==> config.mk <==
export PLATFORM = sky130hd
export DESIGN_NAME = led_matrix_spi_receiver
export DESIGN_NICKNAME = d
export VERILOG_FILES = /design/src/rtl/led_matrix_spi_receiver.sv
export SDC_FILE = /design/constraint.sdc
export NUM_CORES = 1
export LEC_CHECK = 0
export CAP_MARGIN = 15
export CORE_MARGIN = 5
export CORE_UTILIZATION = 51
export CTS_BUF_LIST = sky130_fd_sc_hd__clkbuf_4
export CTS_CLUSTER_DIAMETER = 100
export DETAILED_ROUTE_END_ITERATION = 10
export HOLD_SLACK_MARGIN = 0.05
export MAX_ROUTING_LAYER = met4
export PLACE_DENSITY_LB_ADDON = 0.12
export SLEW_MARGIN = 20
export SYNTH_ARGS = -nofsm -noshare
export SYNTH_HDL_FRONTEND = slang
export SYNTH_SLANG_ARGS = --single-unit
export TNS_END_PERCENT = 5
==> constraint.sdc <==
create_clock -name clock -period 1.45 [get_ports clock]
set_clock_uncertainty 0.1 [all_clocks]
set_input_delay 0.2175 -clock clock [delete_from_list [all_inputs] [get_ports clock]]
set_output_delay 0.2175 -clock clock [all_outputs]
set_load 0.1 [all_outputs]
==> src/rtl/led_matrix_spi_receiver.sv <==
// led_matrix_spi_receiver: SPI target that oversamples sclk/mosi/n_cs and turns
// received bytes into addressed frame-buffer pixel writes or an index-reset command.
module led_matrix_spi_receiver #(
    parameter int          SYNC_STAGES           = 2,
    parameter logic [7:0]  CMD_RESET_FRAME_INDEX = 8'h26,
    parameter logic [5:0]  PIXEL_MAX             = 6'h3f
) (
    input  logic       clock,
    input  logic       reset_n,
    input  logic       sclk,
    input  logic       mosi,
    input  logic       n_cs,
    output logic       pix_valid,
    output logic [5:0] pix_addr,
    output logic [7:0] pix_data,
    output logic       cmd_valid,
    output logic       frame_done,
    output logic       abort
);
    typedef enum logic [1:0] {IDLE, FIRST, PIXELS, DISCARD} state_t;

    logic [1:0] rst_sync_q;
    logic       rst_n;

    always_ff @(posedge clock or negedge reset_n) begin
        if (!reset_n) rst_sync_q <= '0;
        else          rst_sync_q <= {rst_sync_q[0], 1'b1};
    end

    assign rst_n = rst_sync_q[1];

    logic [SYNC_STAGES-1:0] sclk_sync_q, sclk_sync_d;
    logic [SYNC_STAGES-1:0] mosi_sync_q, mosi_sync_d;
    logic [SYNC_STAGES-1:0] ncs_sync_q, ncs_sync_d;
    logic [SYNC_STAGES:0]   settle_q, settle_d;
    logic                   sclk_prev_q, ncs_prev_q, armed_q, armed_d;
    state_t                 state_q, state_d;
    logic [2:0]             bit_cnt_q, bit_cnt_d;
    logic [7:0]             shift_q, shift_d;
    logic [5:0]             idx_q, idx_d;
    logic                   pix_valid_q, pix_valid_d;
    logic [5:0]             pix_addr_q, pix_addr_d;
    logic [7:0]             pix_data_q, pix_data_d;
    logic                   cmd_valid_q, cmd_valid_d;
    logic                   frame_done_q, frame_done_d;
    logic                   abort_q, abort_d;
    logic                   sclk_s, mosi_s, ncs_s;
    logic                   active, bit_edge, byte_done, is_cmd, emit, ncs_fall, ncs_rise;
    logic [7:0]             byte_val;

    always_comb begin
        sclk_sync_d  = {sclk_sync_q[SYNC_STAGES-2:0], sclk};
        mosi_sync_d  = {mosi_sync_q[SYNC_STAGES-2:0], mosi};
        ncs_sync_d   = {ncs_sync_q[SYNC_STAGES-2:0], n_cs};
        settle_d     = {settle_q[SYNC_STAGES-1:0], 1'b1};
        sclk_s       = sclk_sync_q[SYNC_STAGES-1];
        mosi_s       = mosi_sync_q[SYNC_STAGES-1];
        ncs_s        = ncs_sync_q[SYNC_STAGES-1];
        // A fall is only trusted once n_cs has been seen high after the pipeline flushed
        armed_d      = armed_q | (settle_q[SYNC_STAGES] & ncs_s);
        ncs_fall     = armed_q & ncs_prev_q & ~ncs_s;
        ncs_rise     = ncs_s & ~ncs_prev_q;
        active       = state_q != IDLE;
        bit_edge     = active & sclk_s & ~sclk_prev_q;
        byte_val     = {shift_q[6:0], mosi_s};
        byte_done    = bit_edge & (bit_cnt_q == 3'd7);
        is_cmd       = byte_done & (state_q == FIRST) & (byte_val == CMD_RESET_FRAME_INDEX);
        emit         = byte_done & (state_q != DISCARD) & ~is_cmd;
        shift_d      = bit_edge ? byte_val : shift_q;
        bit_cnt_d    = bit_edge ? bit_cnt_q + 3'd1 : bit_cnt_q;
        pix_valid_d  = emit;
        pix_addr_d   = emit ? idx_q : pix_addr_q;
        pix_data_d   = emit ? byte_val : pix_data_q;
        frame_done_d = emit & (idx_q == PIXEL_MAX);
        cmd_valid_d  = is_cmd;
        idx_d        = is_cmd ? 6'd0 : emit ? ((idx_q == PIXEL_MAX) ? 6'd0 : idx_q + 6'd1) : idx_q;
        abort_d      = active & ncs_rise & (bit_cnt_d != 3'd0);
        state_d      = state_q;
        case (state_q)
            IDLE:    state_d = ncs_fall ? FIRST : IDLE;
            FIRST:   state_d = byte_done ? (is_cmd ? DISCARD : PIXELS) : FIRST;
            default: state_d = state_q;
        endcase
        if (active && ncs_rise) begin
            state_d   = IDLE;
            bit_cnt_d = 3'd0;
        end
    end

    always_ff @(posedge clock or negedge rst_n) begin
        if (!rst_n) begin
            sclk_sync_q  <= '0;
            mosi_sync_q  <= '0;
            ncs_sync_q   <= '1;
            settle_q     <= '0;
            sclk_prev_q  <= 1'b0;
            ncs_prev_q   <= 1'b1;
            armed_q      <= 1'b0;
            state_q      <= IDLE;
            bit_cnt_q    <= 3'd0;
            shift_q      <= 8'd0;
            idx_q        <= 6'd0;
            pix_valid_q  <= 1'b0;
            pix_addr_q   <= 6'd0;
            pix_data_q   <= 8'd0;
            cmd_valid_q  <= 1'b0;
            frame_done_q <= 1'b0;
            abort_q      <= 1'b0;
        end else begin
            sclk_sync_q  <= sclk_sync_d;
            mosi_sync_q  <= mosi_sync_d;
            ncs_sync_q   <= ncs_sync_d;
            settle_q     <= settle_d;
            sclk_prev_q  <= sclk_s;
            ncs_prev_q   <= ncs_s;
            armed_q      <= armed_d;
            state_q      <= state_d;
            bit_cnt_q    <= bit_cnt_d;
            shift_q      <= shift_d;
            idx_q        <= idx_d;
            pix_valid_q  <= pix_valid_d;
            pix_addr_q   <= pix_addr_d;
            pix_data_q   <= pix_data_d;
            cmd_valid_q  <= cmd_valid_d;
            frame_done_q <= frame_done_d;
            abort_q      <= abort_d;
        end
    end

    assign pix_valid  = pix_valid_q;
    assign pix_addr   = pix_addr_q;
    assign pix_data   = pix_data_q;
    assign cmd_valid  = cmd_valid_q;
    assign frame_done = frame_done_q;
    assign abort      = abort_q;
endmodule

; ---- After elaboration in Yosys (flattened, before gate mapping)
; Index checks and enable logic that the tools add are counted.
[word_totals]
regBits = 50
in_bits = 5
elab_cells = 60
[op_classes]
n_reduce_logical = 6
n_mux = 10
eq_ne = 5
addsub = 2
bitwise = 19
[op_table]
columns = operator, n
row1 = 6-bit 2-to-1 mux, 3
row2 = 1-bit bitwise AND, 14
row3 = "8-bit by 6-bit == test with 1-bit output, second input constant", 1
row4 = "6-bit by 1-bit adder with 6-bit output, second input constant", 1
row5 = "6-bit == test, second input constant", 1
row6 = 3-bit 2-to-1 mux, 2
row7 = 3-bit nonzero test, 2
row8 = 2-bit 2-to-1 mux, 2
row9 = 1-bit NOT, 4
row10 = 2-bit one-hot mux with 2 select lines, 1
row11 = 2-bit nonzero test, 2
row12 = "3-bit by 1-bit adder with 3-bit output, second input constant", 1
row13 = "3-bit == test, second input constant", 1
row14 = "2-bit by 1-bit == test with 1-bit output, second input constant", 1
row15 = 2-bit logical NOT, 1
row16 = 1-bit 2-to-1 mux, 2
row17 = "2-bit inequality test, second input constant", 1
row18 = 1-bit logical AND, 1
row19 = 1-bit bitwise OR, 1

; ---- Logic depth before layout (Yosys ltp)
; Gate-level depths: netlist (run 1).
[depth]
word_depth = 10
mapped_depth = 8
mapped_depth_nobuf = 7

; ---- Least setup slack after synthesis (run 1)
; Ideal clock, no wire load.
[synth_timing]
kind = reg-to-reg
startpoint = register bit_cnt_q[0]
endpoint = register pix_addr_q[0] (netlist: pix_addr[0])
setup_time_ps = 126
n_path_buf = 1
arrival_ps = 1733
synth_period_minus_slack_ps = 1958
slack_ps = -508
stages_incl_launch_ff = 8
required_time_ps = 1224
path_cell_list = dfrtp_1 ha_1 ha_1 and3b_1 and2_2 nand2_4 buf_8 mux2_2
[synth_via]
elab_chain_len = 6
elab_cells_between_ends = 7
[synth_rtl]
columns = item, line
row1 = from (decl), 38  ; logic [2:0] bit_cnt_q, bit_cnt_d;
row2 = from (signal assigned), 118  ; bit_cnt_q <= bit_cnt_d;
row3 = 3-bit == test (*), 66  ; byte_done = bit_edge & (bit_cnt_q == 3'd7);
row4 = 1-bit bitwise AND (*), 66
row5 = 1-bit bitwise AND (2 in series), 67  ; is_cmd = byte_done & (state_q == FIRST) & (byte_val == CMD_RESET_FRAME_INDEX);
row6 = 1-bit NOT, 68  ; emit = byte_done & (state_q != DISCARD) & ~is_cmd;
row7 = 1-bit bitwise AND (*), 68
row8 = to (signal assigned), 122  ; pix_addr_q <= pix_addr_d;
row9 = to (decl), 42  ; logic [5:0] pix_addr_q, pix_addr_d;
; Every way passes the cells marked *; elsewhere a longest branch is shown, timed or not.
; A chain may end at the register's enable or synchronous reset.

; ---- Final worst setup path (run 1)
[layout_timing]
startpoint = register bit_cnt_q[1]
endpoint = register idx_q[5]
[layout_via]
elab_chain_len = 7
elab_cells_between_ends = 9
[layout_rtl]
columns = item, line
row1 = 3-bit == test (*), 66
row2 = 1-bit bitwise AND (*), 66
row3 = 1-bit bitwise AND (*) (2 in series), 67
row4 = via cmd_valid_d, 44  ; logic cmd_valid_q, cmd_valid_d;
row5 = 1-bit NOT, 68
row6 = 1-bit bitwise AND, 68
row7 = 2-bit nonzero test (no line), -
row8 = to (signal assigned), 120  ; idx_q <= idx_d;
row9 = to (decl), 40  ; logic [5:0] idx_q, idx_d;
; The timed path passes the listed nets; every way through them passes the cells marked *.

==> run metrics, run 1 <==
# Max-Cap Violations 0; Overall Global Routing Usage 17.2%; DR WL/cell 15.9 um; GPL Wtd Cong 0.871; vias in the first global route 1,419; sw power 0.911 mW; met3 WL 189 um; RSZ-0062 raised after global routing yes; Mapped Cells 136; Fmax 530 MHz; crit path max fanout 4; Pwr Total 3.49 mW; first-pass GRT wire length 6.63 mm; status complete, but fails checks; Critical Path Start bit_cnt_q[1]; Critical R2R Capture idx_q[5]; Synth Warn # 0; initial core utilization 53.0%; commonest non-fill, non-tap cell in the layout dfrtp_1; CTS sink cnt 50; TritonCTS clock tree yes; die area 0.00514 sq mm; violated checks setup timing; Rows 22; Leak 1.36 nW; Net Sw Frac 26.1%; Synth top area share 60.6%; Final Net Count 201; largest cells by area after synthesis dfrtp_1 (61%), mux2_2 (11%), dfstp_2 (4.1%); layout cell share with drive strength beyond 1 47.4%; met1 WL 1.56 mm; Int Pwr 2.58 mW; placed insts 230; Detailed Routing Iterations Pass 1 4; # diodes 0; Core ar. 0.00366 sq mm; Post-Place Setup Slack -0.492 ns; Reg-to-Reg Start bit_cnt_q[1]; Avg Cell Area, Syn 14.3 sq um; Unique masters post-synth 37; Design Area, Final 0.00287 sq mm; register bit total from synthesis 50; Top Layer Used met4; fin cells 242; Pwr per Cell Area 1220 mW/mm^2; met2 wire len 2.05 mm; reg2reg setup slack -0.44 ns; Setup Viol. Count Final 33; final-report max-slew violation count 0; number of fillers in the final layout 207; top cell type by total area after synthesis dfrtp_1; final wirelength 3.85 mm; Syn-to-layout area delta 47.7%; worst setup path endpoint idx_q[5]; dpl cell area 0.00261 sq mm; CTS buffer count 5; element type at the critical path end register; most frequent cells in the layout dfrtp_1 (46), buf_4 (25), buf_12 (20); die width 71.7 um; worst setup margin -0.435 ns; Max IR drop VDD 1.10 mV; Critical Path Start Type register; clock buffer depth 2; maximum number of pins on one net before global-route repair 49; critical path type register to register; vias per cell 5.30; Final TNS setup -8.28 ns; Residual DRC 0; register area share after synthesis 64.7%; total number of vias 1,283; Worst Path Arrival 2.10 ns; I/O Buffers 22; H-tree lvl count 2; root buf cell clkbuf_4; mapped cell area 0.00194 sq mm; Critical Path RT 1.66 ns; clock power share 27.6%; Hold WC Path Type register to asynchronous set/reset pin; Antenna Nets Post-Route 0; Logic pwr share 24.3%; period utilization 130%; Hold Violations, Final 0; Finished Core Util 78.3%; DIE HEIGHT 71.7 um; Sequential Power Share 48.1%; Iter 0 DRT Violations 68; grt total ovfl 0; clock slew at reported path FFs 0.14 ns; Hold Slack 0.137 ns; later-pin clock latency in the skew report 0.36 ns; reg2reg path depth 7; min cycle time layout 1.89 ns; Ports 23; antenna violations before repair 0; DP HPWL 2.69 mm
[per-layer routing]
layer	vias up	track usage, %
met5	-	-
met4	0	6.26
met3	6	4.63
met2	22	30.0
met1	663	18.8
li1	592	-
[synth_stat cells]
| cell | instances |
|---|---|
| dfrtp_1 | 47 |
| mux2_2 | 19 |
| nor2_1 | 7 |
| o21ai_0 | 7 |
| nand2_1 | 5 |
| nand3_1 | 5 |
| and3_1 | 3 |
| dfstp_2 | 3 |
| ha_1 | 3 |
| a21o_1 | 2 |
| a21oi_1 | 2 |
| a22o_1 | 2 |
| a31oi_1 | 2 |
| and4bb_2 | 2 |
| inv_1 | 2 |
| inv_4 | 2 |
| mux2i_1 | 2 |
| or4_1 | 2 |
| and2_1 | 1 |
| and2_2 | 1 |
| and2b_1 | 1 |
| and3b_1 | 1 |
| buf_2 | 1 |
| buf_8 | 1 |
| conb_1 | 1 |
| nand2_4 | 1 |
| nand2b_1 | 1 |
| nand4_4 | 1 |
| nor2b_1 | 1 |
| nor3b_1 | 1 |
| nor4b_1 | 1 |
| nor4b_4 | 1 |
| o21a_1 | 1 |
| o21ai_1 | 1 |
| o22ai_1 | 1 |
| xnor2_1 | 1 |
| xor2_1 | 1 |
[kinds of logic (layout without fill, tap and decap cells)]
kind of cell,count (synthesis),in the layout,synth area share [%]
buffers and inverters,6,62,2.06
XOR/XNOR,2,2,0.903
adder cells (fa/ha/maj),3,3,1.93
other,1,2,0.193
AO/OA/AOI/OAI,18,18,5.61
AND/OR/NAND/NOR,35,36,12.6
flip-flops,50,50,64.7
multiplexers,21,21,12.1
[power groups by stage]
stage	clock network (mW)	registers, mW	logic (mW)
after floorplan	0	1.77	0.264
final	0.965	1.68	0.849
after global routing	1.05	1.70	0.919
after CTS	0.990	1.67	0.811
after global placement	0	1.67	0.665
after detailed placement	0	1.70	0.706
[timing repair]
action | in CTS | in global routing
cloned | 1 | 0
hold buffers | 1 | 0
pin swaps | 5 | 1
setup buffers | 1 | 1
hold endpoints to repair | 2 | 0
resized for setup | 23 | 4
setup endpoints to repair | 33 | 34
[critical path, cell delays in order (launching register included)]
cell     delay, ns
dfrtp_1       0.45
ha_4          0.19
ha_4          0.14
and3b_2       0.23
nand4_4       0.15
inv_4         0.04
or4_1         0.46
o21ai_1       0.08
[flip-flops by register name, indices dropped and copies added, names as in the netlist, 3 cells and up]
signal,count
pix_data,8
shift_q,7
idx_q,6
pix_addr,6
bit_cnt_q,3
settle_q,3
[final cells by class]
| type | count | area, sq um | share of cell area, % |
|---|---|---|---|
| Timing Repair Buffer | 50 | 638 | 22.3 |
| Tap cell | 48 | 60.1 | 2.10 |
| Inverter | 4 | 20.0 | 0.698 |
| Multi-Input combinational cell | 82 | 786 | 27.4 |
| Clock buffer | 5 | 37.5 | 1.31 |
| Clock inverter | 3 | 68.8 | 2.40 |
| Sequential cell | 50 | 1260 | 43.8 |
[worst min path at each step]
stage / cells past startpoint / slack [ns] / endpoint
after global routing: 1 / 0.1 / ncs_sync_q[0]
final: 1 / 0.14 / idx_q[4]
after CTS: 1 / 0.12 / ncs_sync_q[0]
after global placement: 1 / 0.15 / pix_addr[5]
after floorplan: 0 / -0.18 / rst_sync_q[0]
after detailed placement: 1 / 0.15 / idx_q[4]
No activity file was read; power rests on OpenSTA's default activity.
==> run 2: changes to the inputs <==
CTS_CLUSTER_DIAMETER = 200   (was 100)
==> results of run 2 <==
Same layout as run 1: the final DEF is identical, and so are final timing and power.
